### config.mk
export PLATFORM = sky130hd
export DESIGN_NAME = regfile_wb_scheduler
export DESIGN_NICKNAME = d
export VERILOG_FILES = /design/src/rtl/regfile_wb_scheduler.sv
export SDC_FILE = /design/constraint.sdc
export NUM_CORES = 1
export LEC_CHECK = 0
export ABC_AREA = 0
export BUFFER_PORTS_ARGS = -buffer_cell sky130_fd_sc_hd__buf_4
export CAP_MARGIN = 20
export CELL_PAD_IN_SITES_DETAIL_PLACEMENT = 0
export CELL_PAD_IN_SITES_GLOBAL_PLACEMENT = 1
export CORE_ASPECT_RATIO = 0.75
export CORE_MARGIN = 2
export CORE_UTILIZATION = 40
export CTS_BUF_LIST = sky130_fd_sc_hd__clkbuf_8
export DETAILED_ROUTE_END_ITERATION = 10
export PLACE_DENSITY_LB_ADDON = 0.25
export SLEW_MARGIN = 20
export SYNTH_ARGS = -nofsm -noshare
export SYNTH_HDL_FRONTEND = slang
export SYNTH_SLANG_ARGS = --single-unit
### constraint.sdc
create_clock -name clk_i -period 2.9 [get_ports clk_i]
set_clock_uncertainty 0.1 [all_clocks]
set_input_delay 0.58 -clock clk_i [delete_from_list [all_inputs] [get_ports clk_i]]
set_output_delay 0.58 -clock clk_i [all_outputs]
set_load 0.02 [all_outputs]
### src/rtl/regfile_wb_scheduler.sv
// Register-file write-port scheduler: round-robin arbitration between the ALU
// and long-latency writeback ports, a registered write stage, and a busy scoreboard.
module regfile_wb_scheduler #(
    parameter int XLEN = 32,
    parameter int NREG = 32
) (
    input  logic                    clk_i,
    input  logic                    rst_i,
    input  logic                    wb0_valid_i,
    input  logic [$clog2(NREG)-1:0] wb0_rd_i,
    input  logic [XLEN-1:0]         wb0_data_i,
    output logic                    wb0_ready_o,
    input  logic                    wb1_valid_i,
    input  logic [$clog2(NREG)-1:0] wb1_rd_i,
    input  logic [XLEN-1:0]         wb1_data_i,
    output logic                    wb1_ready_o,
    input  logic                    issue_valid_i,
    input  logic [$clog2(NREG)-1:0] issue_rd_i,
    output logic                    issue_ready_o,
    input  logic [$clog2(NREG)-1:0] rs1_i,
    input  logic [$clog2(NREG)-1:0] rs2_i,
    output logic                    rs1_busy_o,
    output logic                    rs2_busy_o,
    output logic                    rf_we_o,
    output logic [$clog2(NREG)-1:0] rf_rd_o,
    output logic [XLEN-1:0]         rf_data_o,
    output logic                    err_o
);
    localparam int AW = $clog2(NREG);

    logic            prio1_q, prio1_d;
    logic            rf_we_q, rf_we_d;
    logic [AW-1:0]   rf_rd_q, rf_rd_d;
    logic [XLEN-1:0] rf_data_q, rf_data_d;
    logic            src1_q, src1_d;
    logic [NREG-1:0] busy_q, busy_d;
    logic            err_q, err_d;

    // prio1_q: port 1 wins the next contention (cleared so port 0 wins first)
    always_comb begin
        wb0_ready_o = wb0_valid_i && (!wb1_valid_i || !prio1_q);
        wb1_ready_o = wb1_valid_i && (!wb0_valid_i || prio1_q);
        prio1_d     = prio1_q;
        if (wb0_valid_i && wb1_valid_i) begin
            prio1_d = !prio1_q;
        end
    end

    always_comb begin
        rf_we_d   = 1'b0;
        rf_rd_d   = rf_rd_q;
        rf_data_d = rf_data_q;
        src1_d    = src1_q;
        if (wb0_ready_o) begin
            rf_we_d   = (wb0_rd_i != '0);
            rf_rd_d   = wb0_rd_i;
            rf_data_d = wb0_data_i;
            src1_d    = 1'b0;
        end else if (wb1_ready_o) begin
            rf_we_d   = (wb1_rd_i != '0);
            rf_rd_d   = wb1_rd_i;
            rf_data_d = wb1_data_i;
            src1_d    = 1'b1;
        end
    end

    assign issue_ready_o = !busy_q[issue_rd_i];

    // A busy destination blocks issue, so set and clear never hit the same bit.
    always_comb begin
        busy_d = busy_q;
        if (rf_we_q && src1_q) begin
            busy_d[rf_rd_q] = 1'b0;
        end
        if (issue_valid_i && issue_ready_o && (issue_rd_i != '0)) begin
            busy_d[issue_rd_i] = 1'b1;
        end
        busy_d[0] = 1'b0;
    end

    always_comb begin
        err_d = err_q;
        if (wb1_ready_o && (wb1_rd_i != '0) && !busy_q[wb1_rd_i]) begin
            err_d = 1'b1;
        end
        if (issue_valid_i && !issue_ready_o) begin
            err_d = 1'b1;
        end
    end

    always_ff @(posedge clk_i or posedge rst_i) begin
        if (rst_i) begin
            prio1_q   <= 1'b0;
            rf_we_q   <= 1'b0;
            rf_rd_q   <= '0;
            rf_data_q <= '0;
            src1_q    <= 1'b0;
            busy_q    <= '0;
            err_q     <= 1'b0;
        end else begin
            prio1_q   <= prio1_d;
            rf_we_q   <= rf_we_d;
            rf_rd_q   <= rf_rd_d;
            rf_data_q <= rf_data_d;
            src1_q    <= src1_d;
            busy_q    <= busy_d;
            err_q     <= err_d;
        end
    end

    // In-flight write counts as busy until the register file has absorbed it.
    assign rs1_busy_o = (rs1_i != '0) && (busy_q[rs1_i] || (rf_we_q && (rf_rd_q == rs1_i)));
    assign rs2_busy_o = (rs2_i != '0) && (busy_q[rs2_i] || (rf_we_q && (rf_rd_q == rs2_i)));

    assign rf_we_o   = rf_we_q;
    assign rf_rd_o   = rf_rd_q;
    assign rf_data_o = rf_data_q;
    assign err_o     = err_q;
endmodule

==> results.cfg, run 1 <==
[run_status]
status = completed

[logic_synthesis]
synthesis.nets = 537
synth-edff-count = 0
yosysUniqueCellTypes = 42
ys.flop_type = dfrtp_1
mappedNetlistArea_sq_um = 4300
avgSynthCellArea_sq_um = 9.70
ys_ff_latch = 72
synth_cells = 443
seq_area_frac_synth_pct = 41.9
ys_warn_count = 0
synthArstFlopShare_pct = 100

[floorplan]
dieArea_sq_um = 11600
initial_core_util_pct = 41.5
rows = 32
io_pins = 138
core_sq_um = 10400
die_width_um = 124
die_h_um = 93.8

[cells_and_area]
drive_gt1_share_pct = 37.6
fill_cells = 955
syn2layout_area_growth_pct = 33.8
stdcell_count = 718
diodes = 0
fin_nets = 671
fin_area_sq_um = 5750

[timing]
hold_violations = 0
worst_slack_ps = 56.6
fmax_mhz = 352
tns_ps = 0
maxSlewViolCount = 0
finalSetupViolCount = 0
period_share_pct = 98.0
slew_headroom_pct = 64.4
worst_pin_slew_ps = 531
rsz0062_at_grt = true
fin_crit_ps = 2840

[clocking]
ctsHtreeMaxLevel = 3
cts_tree = yes
cts_root_buf = clkbuf_8
clk_latency_ps = 350
cts.reportedPaths.clkPinSlew_ps = 80
cts.path.max_buffers = 2
cts_hold_buf = 0
clock-sinks = 72
cts_made_buffers = 9

[worst_setup_path]
cp_slowest_cell = mux4_2
worstReg2RegStart = busy_q[27]
slowest_delay_ps = 460
crit_chain = mux4_2, mux2_4, a2111oi_4, a211oi_1, buf_4
critPathKind = reg -> out
startpoint_type = register
cp-end-kind = output port
arrival_ps = 2160
critical_path_peak_fanout = 4
cp-startpoint = busy_q[6]
required_ps = 2220

[global_routing]
antenna_found_initial = 0
grt_pass1_wl_um = 21600
overflow = 0
grt_usage_pct = 25.0
grt_pass1_vias = 3992
grt_max_degree = 73

[power]
p_sw_share_pct = 39.5
p_leak_uw = 0.00248
p_seq_share_pct = 40.6
vdd_drop_max_uv = 285
combPwrFrac_pct = 41.8
switching_power_uw = 1720
power_density_nw_per_um2 = 756
clock_power_share_pct = 17.6
p_int_uw = 2630

[placement]
post_dp_cell_area_sq_um = 5490
port_buffers = 137
hpwlAfterDp_um = 10500
pre_cts_ws_ps = 60.5
gp_congestion = 0.991
place_inst = 697

[detailed_routing]
vias_per_cell = 5.81
post_drt_wl_per_cell_um = 19.8
wl_um = 14200
dr.pass1.iters = 5
routed-via-count = 4173
antenna_left = 0
drt_iter0_markers = 332
drc = 0

[worst_hold_path]
worstHoldPathType = in -> async

[flow_run]
max_cap_viol_count = 0
[power groups by stage]
stage	logic (uW)	clock network, uW	registers, uW
after CTS	1730	787	1760
after global routing	1960	826	1800
after detailed placement	1700	0	1780
final	1820	764	1770
after floorplan	965	0	1700
after global placement	1670	0	1770
[through the flow]
step / hold slack [ps] / utilization (%) / total power, uW
6_report: 205 / 55.5 / 4350
5_1_grt: 237 / 55.5 / 4580
4_1_cts: 211 / 54.9 / 4280
3_5_place_dp: 404 / 52.9 / 3490
3_3_place_gp: 392 / 52.9 / 3440
2_1_floorplan: 403 / - / 2670
[synth_stat cells, drive strengths merged (7+ instances only)]
cell type / count / share of area (%)
mux4: 24 / 13
inv: 12 / 1.0
buf: 8 / 0.84
mux2i: 24 / 5.6
dfrtp: 72 / 42
clkbuf: 25 / 2.2
nand3: 9 / 1.0
xor2: 8 / 1.6
nor2: 70 / 6.1
o22ai: 35 / 5.1
nand3b: 7 / 1.2
nand2: 20 / 1.7
o21ai: 66 / 7.7
[critical path: cells and delay by family, from the launching register on]
| family | cells | cell delay [ps] |
|---|---|---|
| buf+inv | 1 | 170 |
| mux | 2 | 760 |
| compound gates | 2 | 440 |
| flops | 1 | 440 |
[flip-flops by register name, indices dropped and copies added (netlist names)]
name / cells
rf_we_o: 1
src1_q: 1
rf_data_o: 32
err_o: 1
rf_rd_o: 5
busy_q: 31
prio1_q: 1
[kinds of logic after synthesis]
family	share of synthesized area (%)
AND/OR/NAND/NOR	14.9
AO/OA/AOI/OAI	17.9
flip-flops	41.9
multiplexers	18.9
buffers and inverters	4.07
XOR/XNOR	2.24
[cell usage in the layout, fill, tap and decap left out, drive strengths merged, types with 7 or more instances in the layout]
master and count:
o22ai 35, mux2i 24, nand2 20, dfrtp 72, inv 14, o21ai 66, nand3 9, clkbuf 9
buf 156, nand3b 7, mux4 24, xor2 8, nor2 70
[path summary, 6_finish.rpt]
path                       slack, ps  cells after the start            end
max                               60                      5     rs2_busy_o
min                              210                      3     busy_q[25]
max reg2reg                      790                      4      busy_q[6]
min reg2reg                      420                      2  rf_data_o[24]
max in group asynchronous       2160                      3     rf_rd_o[3]
min in group clk_i               360                      3   rf_data_o[9]
[repair_timing]
item                                    in CTS  in global routing
gates resized for setup                      6                  6
pin swaps                                    0                  2
endpoints found under the setup margin       1                  3
buffers inserted                             1                  4
[cell type report]
class	instances	area (sq um)	share of cell area, %
clock buffers	9	124	2.15
well taps	136	170	2.96
flip-flops and latches	72	1810	31.5
inverters	12	45.0	0.783
repair buffers	156	1180	20.6
clock inverters	7	65.1	1.13
multi-input cells	326	2360	40.9
[per-layer routing]
layer	wire length, um	GRT usage (%)
met1	5980	36.2
met2	6550	36.6
met3	1470	6.19
met4	188	8.24
met5	0	0
No activity file was read; power rests on OpenSTA's default activity.
==> inputs of run 2 (changes only) <==
Settings changed: CORE_UTILIZATION 40 to 36.
Clock period 2.9 ns to 2.3 ns, I/O delays scaled along.
==> run 2 against run 1 <==
The run now ends with setup timing left. Power up 29%. Flip-flop and latch count did not move. Global-route usage down 1.0 points. Cell count increased by 8.6%. Core utilization down 2.9 points. Largest cell class unchanged. Largest power group unchanged. Highest routed layer unchanged.
==> results.cfg, run 2 (synthesized netlist as in run 1, its figures left out) <==
[timing]
fin_crit_ps = 2690
maxSlewViolCount = 0
worst_pin_slew_ps = 549
period_share_pct = 117
hold_violations = 0
worst_slack_ps = -389
finalSetupViolCount = 3
tns_ps = -1040
holdWs_ps = 41.0
fmax_mhz = 372
slew_headroom_pct = 63.3
rsz0062_at_grt = true

[clocking]
cts.reportedPaths.clkPinSlew_ps = 80
ctsHtreeMaxLevel = 3
cts_hold_buf = 0
cts_tree = yes
cts.path.max_buffers = 2
clock-sinks = 72
cts_made_buffers = 9
clk_latency_ps = 350
cts_root_buf = clkbuf_8

[worst_setup_path]
critPathKind = reg -> out
crit_chain = mux4_2, mux2_4, a2111oi_4, a211oi_4, buf_6
arrival_ps = 2130
rr_worst_depth = 5
critical_path_peak_fanout = 3
cp-end-kind = output port
timing.rr.end = busy_q[16]
cp_num_buf_inv = 1
startpoint_type = register
required_ps = 1740
worstReg2RegStart = busy_q[23]
cp_top_family = multiplexers
slowest_delay_ps = 480
r2r_slack_ps = 140
cp_slowest_cell = mux4_2

[floorplan]
io_pins = 138
initial_core_util_pct = 37.0
rows = 34
dieArea_sq_um = 12800
core_sq_um = 11600
die_width_um = 130
die_h_um = 98.6

[detailed_routing]
drt_iter0_markers = 425
dr.pass1.iters = 5
drc = 0
antenna_left = 0
routed-via-count = 4275
vias_per_cell = 5.48
post_drt_wl_per_cell_um = 19.0
wl_um = 14800

[global_routing]
grt_pass1_wl_um = 23400
antenna_found_initial = 0
grt_pass1_vias = 4271
grt_max_degree = 52
grt_usage_pct = 24.0
overflow = 0

[cells_and_area]
drive_gt1_share_pct = 41.4
fin_nets = 707
syn2layout_area_growth_pct = 42.0
final_common_cell = buf_4
layout_common_cells = buf_4 (188), nor2_1 (69), dfrtp_1 (68)
fill_cells = 1136
diodes = 0
largest_reg_flops = 32
fin_util_pct = 52.6
stdcell_count = 780

[power]
power_density_nw_per_um2 = 921
p_leak_uw = 0.00266
vdd_drop_max_uv = 318

[placement]
port_buffers = 137
hpwlAfterDp_um = 11300
place_inst = 763
gp_congestion = 0.906
pre_cts_ws_ps = -275

[worst_hold_path]
worstHoldPathType = in -> async

[run_status]
status = finished, violations left
violations = setup timing

[flow_run]
max_cap_viol_count = 0
==> run 2: what timing repair did <==
item,CTS,global route
pin swaps,3,2
endpoints found under the setup margin,3,3
gates resized for setup,11,1
setup buffers,1,0
cloned,0,0
endpoints found under the hold margin,0,0
==> run 2: how the worst max path moves through the flow <==
stage | end | startpoint | cells past startpoint
finish | rs2_busy_o | busy_q[15] | 5
global route | rs2_busy_o | busy_q[15] | 5
CTS | rs2_busy_o | busy_q[10] | 5
detailed placement | rs1_busy_o | rs1_i[0] | 6
global placement | rs2_busy_o | rs2_i[0] | 9
floorplan | issue_ready_o | issue_rd_i[0] | 4
==> run 2: area by class of cell <==
cell class / instances / area, sq um / share of cell area (%)
multi-input combinational: 326 / 2390 / 39.2
sequential: 72 / 1810 / 29.6
timing repair buffer: 192 / 1470 / 24.0
tap: 162 / 203 / 3.32
clock buffer: 9 / 124 / 2.03
clock inverter: 7 / 65.1 / 1.07
inverter: 12 / 48.8 / 0.799
==> run 2: routing by layer <==
layer	routed length, um	up-vias	global-route usage (%)
li1	-	1991	-
met1	6440	2038	34.2
met2	6670	221	35.6
met3	1430	25	7.55
met4	248	0	6.20
met5	0	-	0
==> run 2: report_power, final <==
part	total [uW]	internal [uW]	switching, uW
combinational	2490	1280	1210
clock	968	493	475
sequential	2170	1670	491
total	5630	3450	2180
==> run 2: through the flow <==
stage	instance area, sq um	power [uW]
6_report	6110	5630
5_1_grt	6110	5960
4_1_cts	6100	5630
3_5_place_dp	5860	4580
3_3_place_gp	5860	4540
2_1_floorplan	4370	3400
